==> src/rtl/cpld_spi_responder.sv <==
// SPI mode-0 slave register file for the DSP link: 16-bit frames (R/nW, 7-bit addr, 8-bit data)
// over a sysclk-oversampled, synchronised SPI port.
module cpld_spi_responder (
  input  logic       sysclk,
  input  logic       reset,
  input  logic       spi_clk,
  input  logic       spi_mosi,
  input  logic       spi_cs_INV,
  output logic       spi_miso,
  input  logic [7:0] status,
  output logic [7:0] control,
  output logic       control_wr
);

  typedef enum logic [1:0] {IDLE, CMD, DATA, HOLD} state_t;

  logic [1:0]  clk_sync_q, clk_sync_d;
  logic [1:0]  mosi_sync_q, mosi_sync_d;
  logic [1:0]  cs_sync_q, cs_sync_d;
  logic        clk_prev_q, clk_prev_d;
  logic        cs_prev_q, cs_prev_d;
  logic [1:0]  fill_q, fill_d;
  logic        armed_q, armed_d;
  state_t      state_q, state_d;
  logic [4:0]  bit_cnt_q, bit_cnt_d;
  logic [14:0] shift_q, shift_d;
  logic [7:0]  tx_q, tx_d;
  logic        miso_q, miso_d;
  logic [7:0]  control_q, control_d;
  logic [7:0]  scratch_q, scratch_d;
  logic [7:0]  abort_cnt_q, abort_cnt_d;
  logic        control_wr_q, control_wr_d;

  logic        clk_rise, clk_fall, cs_fall, cs_high;
  logic [15:0] shift_in;
  logic [7:0]  rd_data;

  assign clk_rise = clk_sync_q[1] & ~clk_prev_q;
  assign clk_fall = ~clk_sync_q[1] & clk_prev_q;
  assign cs_high  = cs_sync_q[1];
  // A CS falling edge only counts once CS has been seen high through a refilled
  // synchroniser, so a reset released mid-frame cannot start a bogus frame.
  assign cs_fall  = armed_q & cs_prev_q & ~cs_sync_q[1];
  assign shift_in = {shift_q, mosi_sync_q[1]};

  always_comb begin
    unique case (shift_in[6:0])
      7'h00:   rd_data = status;
      7'h01:   rd_data = control_q;
      7'h02:   rd_data = scratch_q;
      7'h03:   rd_data = abort_cnt_q;
      default: rd_data = '0;
    endcase
  end

  always_comb begin
    clk_sync_d   = {clk_sync_q[0], spi_clk};
    mosi_sync_d  = {mosi_sync_q[0], spi_mosi};
    cs_sync_d    = {cs_sync_q[0], spi_cs_INV};
    clk_prev_d   = clk_sync_q[1];
    cs_prev_d    = cs_sync_q[1];
    fill_d       = {fill_q[0], 1'b1};
    armed_d      = armed_q | (fill_q[1] & cs_sync_q[1]);
    state_d      = state_q;
    bit_cnt_d    = bit_cnt_q;
    shift_d      = shift_q;
    tx_d         = tx_q;
    miso_d       = miso_q;
    control_d    = control_q;
    scratch_d    = scratch_q;
    abort_cnt_d  = abort_cnt_q;
    control_wr_d = 1'b0;

    unique case (state_q)
      IDLE: begin
        miso_d = 1'b0;
        if (cs_fall) begin
          state_d   = CMD;
          bit_cnt_d = '0;
          shift_d   = '0;
          tx_d      = '0;
        end
      end
      CMD, DATA: begin
        if (cs_high) begin
          state_d = IDLE;
          miso_d  = 1'b0;
          if (abort_cnt_q != 8'hFF) abort_cnt_d = abort_cnt_q + 8'd1;
        end else if (clk_rise) begin
          shift_d   = shift_in[14:0];
          bit_cnt_d = bit_cnt_q + 5'd1;
          if (state_q == CMD && bit_cnt_q == 5'd7) begin
            state_d = DATA;
            tx_d    = shift_in[7] ? rd_data : '0;
          end else if (state_q == DATA && bit_cnt_q == 5'd15) begin
            state_d = HOLD;
            miso_d  = 1'b0;
            if (!shift_in[15]) begin
              if (shift_in[14:8] == 7'h01) begin
                control_d    = shift_in[7:0];
                control_wr_d = 1'b1;
              end else if (shift_in[14:8] == 7'h02) begin
                scratch_d = shift_in[7:0];
              end
            end
          end
        end else if (clk_fall && state_q == DATA) begin
          miso_d = tx_q[7];
          tx_d   = {tx_q[6:0], 1'b0};
        end
      end
      HOLD: begin
        miso_d = 1'b0;
        if (cs_high) state_d = IDLE;
      end
      default: state_d = IDLE;
    endcase
  end

  always_ff @(posedge sysclk or posedge reset) begin
    if (reset) begin
      clk_sync_q   <= '0;
      mosi_sync_q  <= '0;
      cs_sync_q    <= '1;
      clk_prev_q   <= 1'b0;
      cs_prev_q    <= 1'b1;
      fill_q       <= '0;
      armed_q      <= 1'b0;
      state_q      <= IDLE;
      bit_cnt_q    <= '0;
      shift_q      <= '0;
      tx_q         <= '0;
      miso_q       <= 1'b0;
      control_q    <= '0;
      scratch_q    <= '0;
      abort_cnt_q  <= '0;
      control_wr_q <= 1'b0;
    end else begin
      clk_sync_q   <= clk_sync_d;
      mosi_sync_q  <= mosi_sync_d;
      cs_sync_q    <= cs_sync_d;
      clk_prev_q   <= clk_prev_d;
      cs_prev_q    <= cs_prev_d;
      fill_q       <= fill_d;
      armed_q      <= armed_d;
      state_q      <= state_d;
      bit_cnt_q    <= bit_cnt_d;
      shift_q      <= shift_d;
      tx_q         <= tx_d;
      miso_q       <= miso_d;
      control_q    <= control_d;
      scratch_q    <= scratch_d;
      abort_cnt_q  <= abort_cnt_d;
      control_wr_q <= control_wr_d;
    end
  end

  assign spi_miso   = miso_q;
  assign control    = control_q;
  assign control_wr = control_wr_q;

endmodule

==> config.mk <==
export PLATFORM = sky130hd
export DESIGN_NAME = cpld_spi_responder
export DESIGN_NICKNAME = d
export VERILOG_FILES = /design/src/rtl/cpld_spi_responder.sv
export SDC_FILE = /design/constraint.sdc
export NUM_CORES = 1
export LEC_CHECK = 0
export ABC_AREA = 1
export ABC_CLOCK_PERIOD_IN_PS = 2500
export CAP_MARGIN = 20
export CORE_ASPECT_RATIO = 1.2
export CORE_MARGIN = 5
export CORE_UTILIZATION = 55
export CTS_BUF_LIST = sky130_fd_sc_hd__clkbuf_4 sky130_fd_sc_hd__clkbuf_8
export DETAILED_ROUTE_END_ITERATION = 6
export PLACE_DENSITY = 0.83
export SYNTH_ARGS = -nofsm -noshare
export SYNTH_HDL_FRONTEND = slang
export SYNTH_SLANG_ARGS = --single-unit
==> constraint.sdc <==
create_clock -name sysclk -period 2.5 [get_ports sysclk]
set_input_delay 0.25 -clock sysclk [delete_from_list [all_inputs] [get_ports sysclk]]
set_output_delay 0.25 -clock sysclk [all_outputs]
set_load 0.01 [all_outputs]
==> results of run 1 <==
[cell usage after synthesis, types with 4 or more instances]
cell type    n  area (sq um)
ha_1         7          87.6
nor2_1      20          75.1
nand3_1     45           225
o21ai_0     22           110
inv_1       33           124
dfrtp_1     64          1600
o21ai_1     12          60.1
nand4_1      4          25.0
buf_4        4          30.0
inv_2        7          26.3
o22ai_1      6          37.5
xor2_1       5          43.8
nand2_1    102           383
o22ai_2     10           125
[final timing paths]
| path | from | end | slack (ns) | depth (start not counted) |
|---|---|---|---|---|
| setup / recovery | state_q[0] | shift_q[2] | 0.47 | 9 |
| setup reg to reg | state_q[0] | shift_q[2] | 0.47 | 9 |
| hold reg to reg | cs_sync_q[0] | cs_sync_q[1] | 0.36 | 0 |
| min in group sysclk | spi_cs_INV | cs_sync_q[0] | 0.31 | 1 |
| max in group asynchronous | reset | cs_sync_q[0] | 1.54 | 3 |
| hold / removal | reset | armed_q | 0.29 | 2 |
[metal layers]
layer / wire length [um] / track usage (%) / up-vias
li1: - / - / 1281
met1: 2970 / 26.6 / 1215
met2: 3460 / 31.5 / 75
met3: 345 / 5.01 / 17
met4: 176 / 9.58 / 0
met5: 0 / 0 / -
[flip-flops by register name (all words and copies together), names as in the netlist]
signal       flops
state_q          2
spi_miso         1
shift_q         15
cs_sync_q        2
control_wr       1
abort_cnt_q      8
tx_q             8
scratch_q        8
fill_q           2
clk_sync_q       2
cs_prev_q        1
armed_q          1
mosi_sync_q      2
control          8
bit_cnt_q        5
clk_prev_q       1
[power by group]
group	switching (mW)	leakage [nW]	total, mW	internal (mW)
Clock	0.399	0.108	0.917	0.518
Combinational	0.828	0.811	1.21	0.384
Sequential	0.140	0.887	1.40	1.26
Total	1.37	1.81	3.53	2.17
[area by class of cell]
class / instances / area, sq um
fill: 470 / 2150
timing repair buffer: 26 / 263
inverter: 40 / 150
sequential: 67 / 1680
multi-input combinational: 258 / 1390
tap: 82 / 103
clock inverter: 3 / 40.0
clock buffer: 13 / 160
[cells in the final DEF, fill, tap and decap left out, types with 4 or more instances in the layout]
cell type	count
nand3_1	45
nor2_1	20
o21ai_0	22
ha_1	7
xor2_1	5
nand4_1	4
o21ai_1	12
clkbuf_8	10
inv_2	8
clkdlybuf4s50_1	22
nand2_1	102
inv_1	32
o22ai_1	6
dfrtp_1	64
o22ai_2	10
[stage by stage]
stage          power [mW]  hold WS [ns]  cells  setup slack, ns
4_1_cts              3.53         0.304    489            0.475
6_report             3.53         0.295    489            0.472
3_3_place_gp         2.55         0.332    473            0.607
5_1_grt              3.77         0.304    489            0.306
2_1_floorplan        2.38         0.254    376            0.572
3_5_place_dp         2.61         0.350    473            0.469
[cell families after synthesis]
family / synth area share [%]
AOI/OAI and AO/OA: 11.6
xor gates and xnor gates: 2.11
adders and majority gates: 2.64
buffers and inverters: 7.32
DFF: 50.7
muxes: 0.302
other: 0.113
and+or+nand+nor: 25.2
==> results.toml, run 1 <==
[synth]
synth_flop_cell = "dfrtp_1"
synthesis.area_sq_mm = 0.00332
postSynthCellCount = 376
ys_seq_elements = 67
syn_nets = 396
async_flop_share_pct = 100
synth.avg_cell_area_sq_um = 8.82
ys_warn_count = 0
synth_edf_count = 0
ys_seq_area_share_pct = 50.7
yosys.cell_types.count = 34

[setup_path]
crit_family = "buffers and inverters"
crit_path_end_kind = "flop"
cp.arrival_ns = 2.25
cpMaxStageDelayCell = "dfrtp_1"
required_ns = 2.72
critPathMaxStageDelay_ns = 0.39
path_max_fanout = 16
crit_path_frequent_cell = "nand2_1"
setup.worst_path.start_class = "flop"
critPathBufInv = 3
path_class = "flop to flop"
path_cells = "inv_1 > ha_1 > inv_2 > nand2_1 > nand2_1 > nand2_2 > a21oi_4 > buf_4 > o22ai_1"

[routing]
drtIter0Drc = 232
num_vias = 2588
first_pass_iters = 5
totalWireLength_um = 6950
routedWlPerCell_um = 14.2
drc = 0
ant_nets = 0
viasPerCell = 5.29

[final_layout]
drive_gt1_share_pct = 13.3
fin_util_pct = 63.8
syn_to_final_growth_pct = 14.3
design_area_sq_mm = 0.00379
fin_nets = 422
diodes = 0

[cts]
htree_levels = 3
cts_tree = "done"
holdBufCountCts = 0
clkLatencyLatePin_ns = 0.35
cts.repair.resized = 0
clk_pin_slew_ns = 0.07
cts-buffers-inserted = 9
cts_setup_buffers = 0
cts_root_buf = "clkbuf_8"
cts_sinks = 67
cts_buffer_depth = 2

[floorplanning]
start_util_pct = 55.9
die_h_um = 95.1
design.portCount = 23
die_width_um = 80.9
fp.dieArea_sq_mm = 0.00769
row_count = 31
core_area_sq_mm = 0.00593

[global_route]
grt_util_all_layers_pct = 20.3
antenna_found_initial = 0
grt_pass1_wl_um = 11900
overflow = 0
grt_max_degree = 41
first_global_vias = 2480

[sta]
setup_viol = 0
fin_crit_sh_pct = 81.1
rsz0062_at_grt = "false"
post-route-min-period_ns = 2.03
fin_setup_tns_ns = 0
clock.fmax_ghz = 0.493
finClkSkew_ns = 0.00843
slew_headroom_pct = 58.6
drv_slew = 0
tightest_slew_ns = 0.620
hold_viol = 0

[outcome]
status = "finished clean"

[pwr]
p_per_area_mw_per_mm2 = 932
p_leak_nw = 1.81
vdd_drop_max_v = 0.000558

[placement]
gp_congestion = 0.815
io_buffers = 22
dp_hpwl_um = 4880
place_area_sq_mm = 0.00359

[min_path]
worstHoldPathType = "input port to async pin"

[job]
maxCapViolations = 0
(Power assumes the default switching activity.)
==> run 2: changes to the inputs <==
--- a/config.mk
+++ b/config.mk
@@ -6,7 +6,7 @@
 export NUM_CORES = 1
 export LEC_CHECK = 0
 export ABC_AREA = 1
-export ABC_CLOCK_PERIOD_IN_PS = 2500
+export ABC_CLOCK_PERIOD_IN_PS = 2000
 export CAP_MARGIN = 20
 export CORE_ASPECT_RATIO = 1.2
 export CORE_MARGIN = 5
==> constraint.sdc (replaced) <==
create_clock -name sysclk -period 2 [get_ports sysclk]
set_input_delay 0.2 -clock sysclk [delete_from_list [all_inputs] [get_ports sysclk]]
set_output_delay 0.2 -clock sysclk [all_outputs]
set_load 0.01 [all_outputs]
==> run 2 against run 1 <==
  * Hold slack worse by 0.070 ns
  * Global-route usage decreased by 0.10 points
  * Flip-flop and latch count unchanged
  * Final cell count grew 2.5%
  * Die area stayed put
  * Utilization grew 3.9 points
  * Total power increased by 32%
  * Clock skew barely moved
  * Routed wire length rose by 9.1%
  * Non-clock buffer count rose by 11
  * Count of clock-buffer cells in the layout is 1 higher
  * Via count rose by 5.6%
  * Largest cell class unchanged
==> results.toml, run 2 (synthesis results as in run 1) <==
[placement]
io_buffers = 22
gp_congestion = 0.794
dp_hpwl_um = 4610
place_area_sq_mm = 0.00361

[routing]
met1Wirelength_um = 3140
drc = 0
viasPerCell = 5.46
num_vias = 2734
totalWireLength_um = 7580
routedWlPerCell_um = 15.1
first_pass_iters = 5
wl_met3_um = 384
drtIter0Drc = 261
top_layer_used = "met4"
wl_met2_um = 3800
ant_nets = 0

[sta]
rsz0062_at_grt = "true"
finalHoldWorstSlack_ns = 0.225
fin_crit_sh_pct = 96.9
setup_viol = 0
finClkSkew_ns = 0.00826
post-route-min-period_ns = 1.94
hold_viol = 0
drv_slew = 0
clock.fmax_ghz = 0.516
fin_setup_tns_ns = 0
slew_headroom_pct = 61.7
tightest_slew_ns = 0.572

[final_layout]
largest_register_ffs = 15
layout_common_cells = "95 x nand2_1, 64 x dfrtp_1, 44 x nand3_1, 31 x inv_1, 22 x clkdlybuf4s50_1"
design_area_sq_mm = 0.00402
layout_commonest_cell = "nand2_1"
drive_gt1_share_pct = 19.3
diodes = 0
syn_to_final_growth_pct = 21.3
fin_util_pct = 67.8
fin_nets = 434
top_register = "shift_q"

[global_route]
first_global_vias = 2560
overflow = 0
grt_util_all_layers_pct = 20.2
grt_pass1_wl_um = 11800
antenna_found_initial = 0
grt_max_degree = 68

[setup_path]
required_ns = 2.22
setup.worst_path.start_class = "flop"
reg2reg_to = "shift_q[1]"
path_max_fanout = 15
reg2regPathDepth = 11
path_class = "flop to flop"
r2r_setup_slack_ns = 0.06
timing.rr.start = "state_q[0]"
crit_path_end_kind = "flop"
cp.arrival_ns = 2.16

[floorplanning]
fp.dieArea_sq_mm = 0.00769
start_util_pct = 55.9
row_count = 31
die_width_um = 80.9
die_h_um = 95.1
core_area_sq_mm = 0.00593
design.portCount = 23

[pwr]
p_seq_share_pct = 38.1
p_per_area_mw_per_mm2 = 1160
p_switching_mw = 1.80
p_leak_nw = 1.89
p_clk_share_pct = 24.6
p_comb_share_pct = 37.3
p_int_mw = 2.85
vdd_drop_max_v = 0.000884
p_sw_share_pct = 38.6

[cts]
clk_pin_slew_ns = 0.07
holdBufCountCts = 0
cts_sinks = 67
cts-buffers-inserted = 9
clkLatencyLatePin_ns = 0.35
cts_root_buf = "clkbuf_8"
htree_levels = 3
cts_tree = "done"
cts_buffer_depth = 2

[job]
maxCapViolations = 0

[outcome]
status = "finished clean"

[min_path]
worstHoldPathType = "input port to async pin"
run 2: cell count changes in the layout (fill, tap and decap cells not counted), sizes merged:
cell,before,now
buf,4,15
clkbuf,13,14
clkinv,2,1
nand3,48,49
run 2: area by class of cell:
class,count,area (sq um)
Fill cell,442,1910
Sequential cell,67,1680
Multi-Input combinational cell,259,1520
Timing Repair Buffer,37,362
Clock buffer,14,168
Inverter,40,150
Tap cell,82,103
Clock inverter,2,35.0
run 2: routing by layer:
metal	global-route usage, %	up-vias
met5	0	-
met4	9.58	0
met3	5.10	26
met2	31.3	87
met1	26.4	1306
li1	-	1315
run 2: repair_timing:
action	in CTS	in global routing
pin swaps	0	10
resized for setup	0	28
setup buffers	3	7
cloned	0	1
endpoints found under the setup margin	1	36
run 2: worst max-delay path, cell delays in order, from the launching register on:
cell     delay [ns]
dfrtp_1        0.39
inv_1          0.12
ha_4           0.29
inv_2          0.08
nor2_4         0.14
inv_2          0.07
nand2_1        0.07
nand2_2        0.07
a21oi_4        0.19
buf_4          0.17
buf_12         0.14
o22ai_1        0.09
run 2: power groups by stage:
stage / combinational, mW / clock [mW] / sequential [mW]
after global routing: 1.92 / 1.22 / 1.80
after CTS: 1.55 / 1.17 / 1.75
final: 1.73 / 1.15 / 1.77
after global placement: 1.46 / 0 / 1.76
after floorplan: 1.24 / 0 / 1.73
after detailed placement: 1.51 / 0 / 1.78
run 2: per-stage QoR:
stage                     worst slack [ns]  std cells  power [mW]
after floorplan                      0.122        376        2.97
after global placement               0.112        474        3.23
after detailed placement         -0.000814        474        3.29
after CTS                           0.0781        493        4.47
after global routing               -0.0627        501        4.95
final                               0.0619        501        4.65
run 2: worst max-delay path by stage:
stage                             from             end
after global routing        state_q[1]         tx_q[7]
after floorplan                  reset  abort_cnt_q[0]
after CTS                 bit_cnt_q[0]    scratch_q[4]
after global placement    bit_cnt_q[0]    scratch_q[4]
after detailed placement    state_q[0]      shift_q[1]
final                       state_q[0]      shift_q[1]
==> run 3: changes to the inputs <==
--- a/config.mk
+++ b/config.mk
@@ -5,7 +5,6 @@
 export SDC_FILE = /design/constraint.sdc
 export NUM_CORES = 1
 export LEC_CHECK = 0
-export ABC_AREA = 1
 export ABC_CLOCK_PERIOD_IN_PS = 2000
 export CAP_MARGIN = 20
 export CORE_ASPECT_RATIO = 1.2
@@ -13,7 +12,7 @@
 export CORE_UTILIZATION = 55
 export CTS_BUF_LIST = sky130_fd_sc_hd__clkbuf_4 sky130_fd_sc_hd__clkbuf_8
 export DETAILED_ROUTE_END_ITERATION = 6
-export PLACE_DENSITY = 0.83
+export PLACE_DENSITY = 0.84
 export SYNTH_ARGS = -nofsm -noshare
 export SYNTH_HDL_FRONTEND = slang
 export SYNTH_SLANG_ARGS = --single-unit
==> run 3 against run 2 <==
  * The run now ends with setup timing left
  * Design area grew 2.9%
  * Utilization grew 6.2 points
  * Clock skew grew 0.0014 ns
  * Non-clock buffer count grew 30
  * Combinational power is essentially flat
  * Sequential power shrank 5%
  * Sequential share of layout area shrank 1.2 points
  * Highest routed layer unchanged
==> results.toml, run 3 <==
[final_layout]
top_register = "shift_q"
layout_commonest_cell = "dfrtp_1"
fillerInstances = 326
drive_gt1_share_pct = 33.7
syn_to_final_growth_pct = 32.8
fin_nets = 350
diodes = 0
design_area_sq_mm = 0.00414
largest_register_ffs = 15
layout_common_cells = "64 x dfrtp_1, 39 x nand2_1, 34 x buf_4, 22 x clkdlybuf4s50_1, 18 x o21ai_0"

[cts]
cts-buffers-inserted = 9
cts_tree = "done"
cts_sinks = 67
cts_root_buf = "clkbuf_8"
clk_pin_slew_ns = 0.07
htree_levels = 3
cts_buffer_depth = 2
clkLatencyLatePin_ns = 0.35

[pwr]
p_leak_nw = 1.86
p_comb_share_pct = 37.6
p_switching_mw = 1.52
vdd_drop_max_v = 0.000690
p_int_mw = 3.01
p_seq_share_pct = 37.3
p_per_area_mw_per_mm2 = 1090
p_sw_share_pct = 33.5
p_clk_share_pct = 25.1

[setup_path]
reg2reg_to = "control[0]"
r2r_setup_slack_ns = -0.26
required_ns = 2.22
path_cells = "ha_2 > and3_4 > ha_4 > nand2_2 > or4_4 > nor4b_4 > buf_6 > mux2_2"
path_max_fanout = 8
crit_path_end_kind = "flop"
timing.rr.start = "bit_cnt_q[0]"
cpMaxStageDelayCell = "or4_4"
cp.arrival_ns = 2.49
path_class = "flop to flop"
setup.worst_path.start_class = "flop"
critPathMaxStageDelay_ns = 0.46
reg2regPathDepth = 8

[sta]
setup_viol = 17
clock.fmax_ghz = 0.442
hold_viol = 0
post-route-min-period_ns = 2.26
fin_setup_tns_ns = -3.25
layout_setup_ws_ns = -0.265
drv_slew = 0
slew_headroom_pct = 65.6
finClkSkew_ns = 0.00968
rsz0062_at_grt = "true"
tightest_slew_ns = 0.516
fin_crit_sh_pct = 113

[placement]
place_ws_ns = -0.338
gp_congestion = 0.824
place_area_sq_mm = 0.00372
dp_hpwl_um = 4890
io_buffers = 22

[synth]
synth_common_cells = "64 x dfrtp_1, 40 x nand2_1, 18 x o21ai_0, 17 x mux2_2"
yosysMostFrequentCell = "dfrtp_1"
synth_edf_count = 0
synthTopCellsByArea = "dfrtp_1 51%, mux2_2 6.1%, mux4_2 5.8%"
yosys.area.top_type = "dfrtp_1"
syn_nets = 283
ys_seq_area_share_pct = 53.9
synthesis.area_sq_mm = 0.00312
ys_seq_elements = 67
postSynthCellCount = 263
ys_warn_count = 0
async_flop_share_pct = 100
yosys.cell_types.count = 48
synth.avg_cell_area_sq_um = 11.8
synth_top_area_share_pct = 51.4
synth_flop_cell = "dfrtp_1"

[job]
maxCapViolations = 0

[outcome]
status = "finished with violations"
violations = "setup timing"

[floorplanning]
start_util_pct = 55.7
core_area_sq_mm = 0.00559
die_width_um = 78.7
row_count = 30
die_h_um = 92.4
design.portCount = 23
fp.dieArea_sq_mm = 0.00728

[routing]
drc = 0
ant_nets = 0
viasPerCell = 5.87
drtIter0Drc = 172
routedWlPerCell_um = 18.4
first_pass_iters = 4
num_vias = 2342
totalWireLength_um = 7320

[global_route]
antenna_found_initial = 0
overflow = 0
grt_pass1_wl_um = 11400
grt_max_degree = 68
grt_util_all_layers_pct = 20.4
first_global_vias = 2355

[min_path]
worstHoldPathType = "input port to async pin"
-- run 3: timing repair --
action,CTS,global route
setup endpoints to repair,32,41
resized for setup,7,19
setup buffers,1,8
endpoints found under the hold margin,0,0
hold buffers,0,0
gates cloned,0,1
pin swaps,3,10
-- run 3: routing by layer --
metal	up-vias	routed length, um	track usage (%)
met3	15	384	5.25
met4	0	200	9.48
met2	78	3660	32.7
met1	1161	3080	25.7
li1	1088	-	-
met5	-	0	0
-- run 3: cell type report --
| type | count | area [sq um] | share of cell area [%] |
|---|---|---|---|
| well taps | 64 | 80.1 | 1.94 |
| clock buffers | 10 | 138 | 3.33 |
| inverters | 7 | 26.3 | 0.635 |
| flip-flops and latches | 67 | 1680 | 40.6 |
| repair buffers | 67 | 639 | 15.5 |
| multi-input cells | 178 | 1510 | 36.5 |
| clock inverters | 6 | 65.1 | 1.57 |
-- run 3: cells by family after synthesis --
logic type / Yosys count / share of synthesized area, %
other: 1 / 0.120
adders and majority gates: 7 / 2.81
DFF: 67 / 53.9
muxes: 26 / 12.3
buffers and inverters: 18 / 2.29
xor gates and xnor gates: 7 / 1.97
AOI/OAI and AO/OA: 47 / 10.5
and+or+nand+nor: 90 / 16.1
-- run 3: how the worst max path moves through the flow --
stage	start	to	slack [ns]	depth (start not counted)
5_1_grt	bit_cnt_q[1]	control[0]	-0.34	8
3_3_place_gp	bit_cnt_q[1]	control[3]	-0.24	8
6_report	bit_cnt_q[0]	control[0]	-0.26	8
3_5_place_dp	bit_cnt_q[1]	control[1]	-0.34	8
4_1_cts	bit_cnt_q[1]	control[1]	-0.27	8
2_1_floorplan	bit_cnt_q[0]	control[0]	-0.36	7
-- run 3: per-stage QoR --
stage	utilization, %	hold slack (ns)	total power [mW]	instances
CTS	70.8	0.249	4.16	390
global placement	66.6	0.332	2.91	373
finish	74.0	0.238	4.53	399
global route	74.0	0.266	4.78	399
detailed placement	66.6	0.336	2.97	373
floorplan	-	0.204	2.51	263
-- run 3: critical path: cells and delay by family, from the launching register on --
family | cells | cell delay, ns
DFF | 1 | 0.36
buffers and inverters | 1 | 0.18
and+or+nand+nor | 4 | 0.96
muxes | 1 | 0.34
adders and majority gates | 2 | 0.30
-- run 3: power by group through the flow --
| stage | combinational, mW | clock, mW | sequential [mW] |
|---|---|---|---|
| after floorplan | 0.841 | 0 | 1.67 |
| after global placement | 1.22 | 0 | 1.70 |
| after detailed placement | 1.26 | 0 | 1.71 |
| after CTS | 1.33 | 1.15 | 1.68 |
| after global routing | 1.84 | 1.22 | 1.71 |
| final | 1.71 | 1.14 | 1.69 |
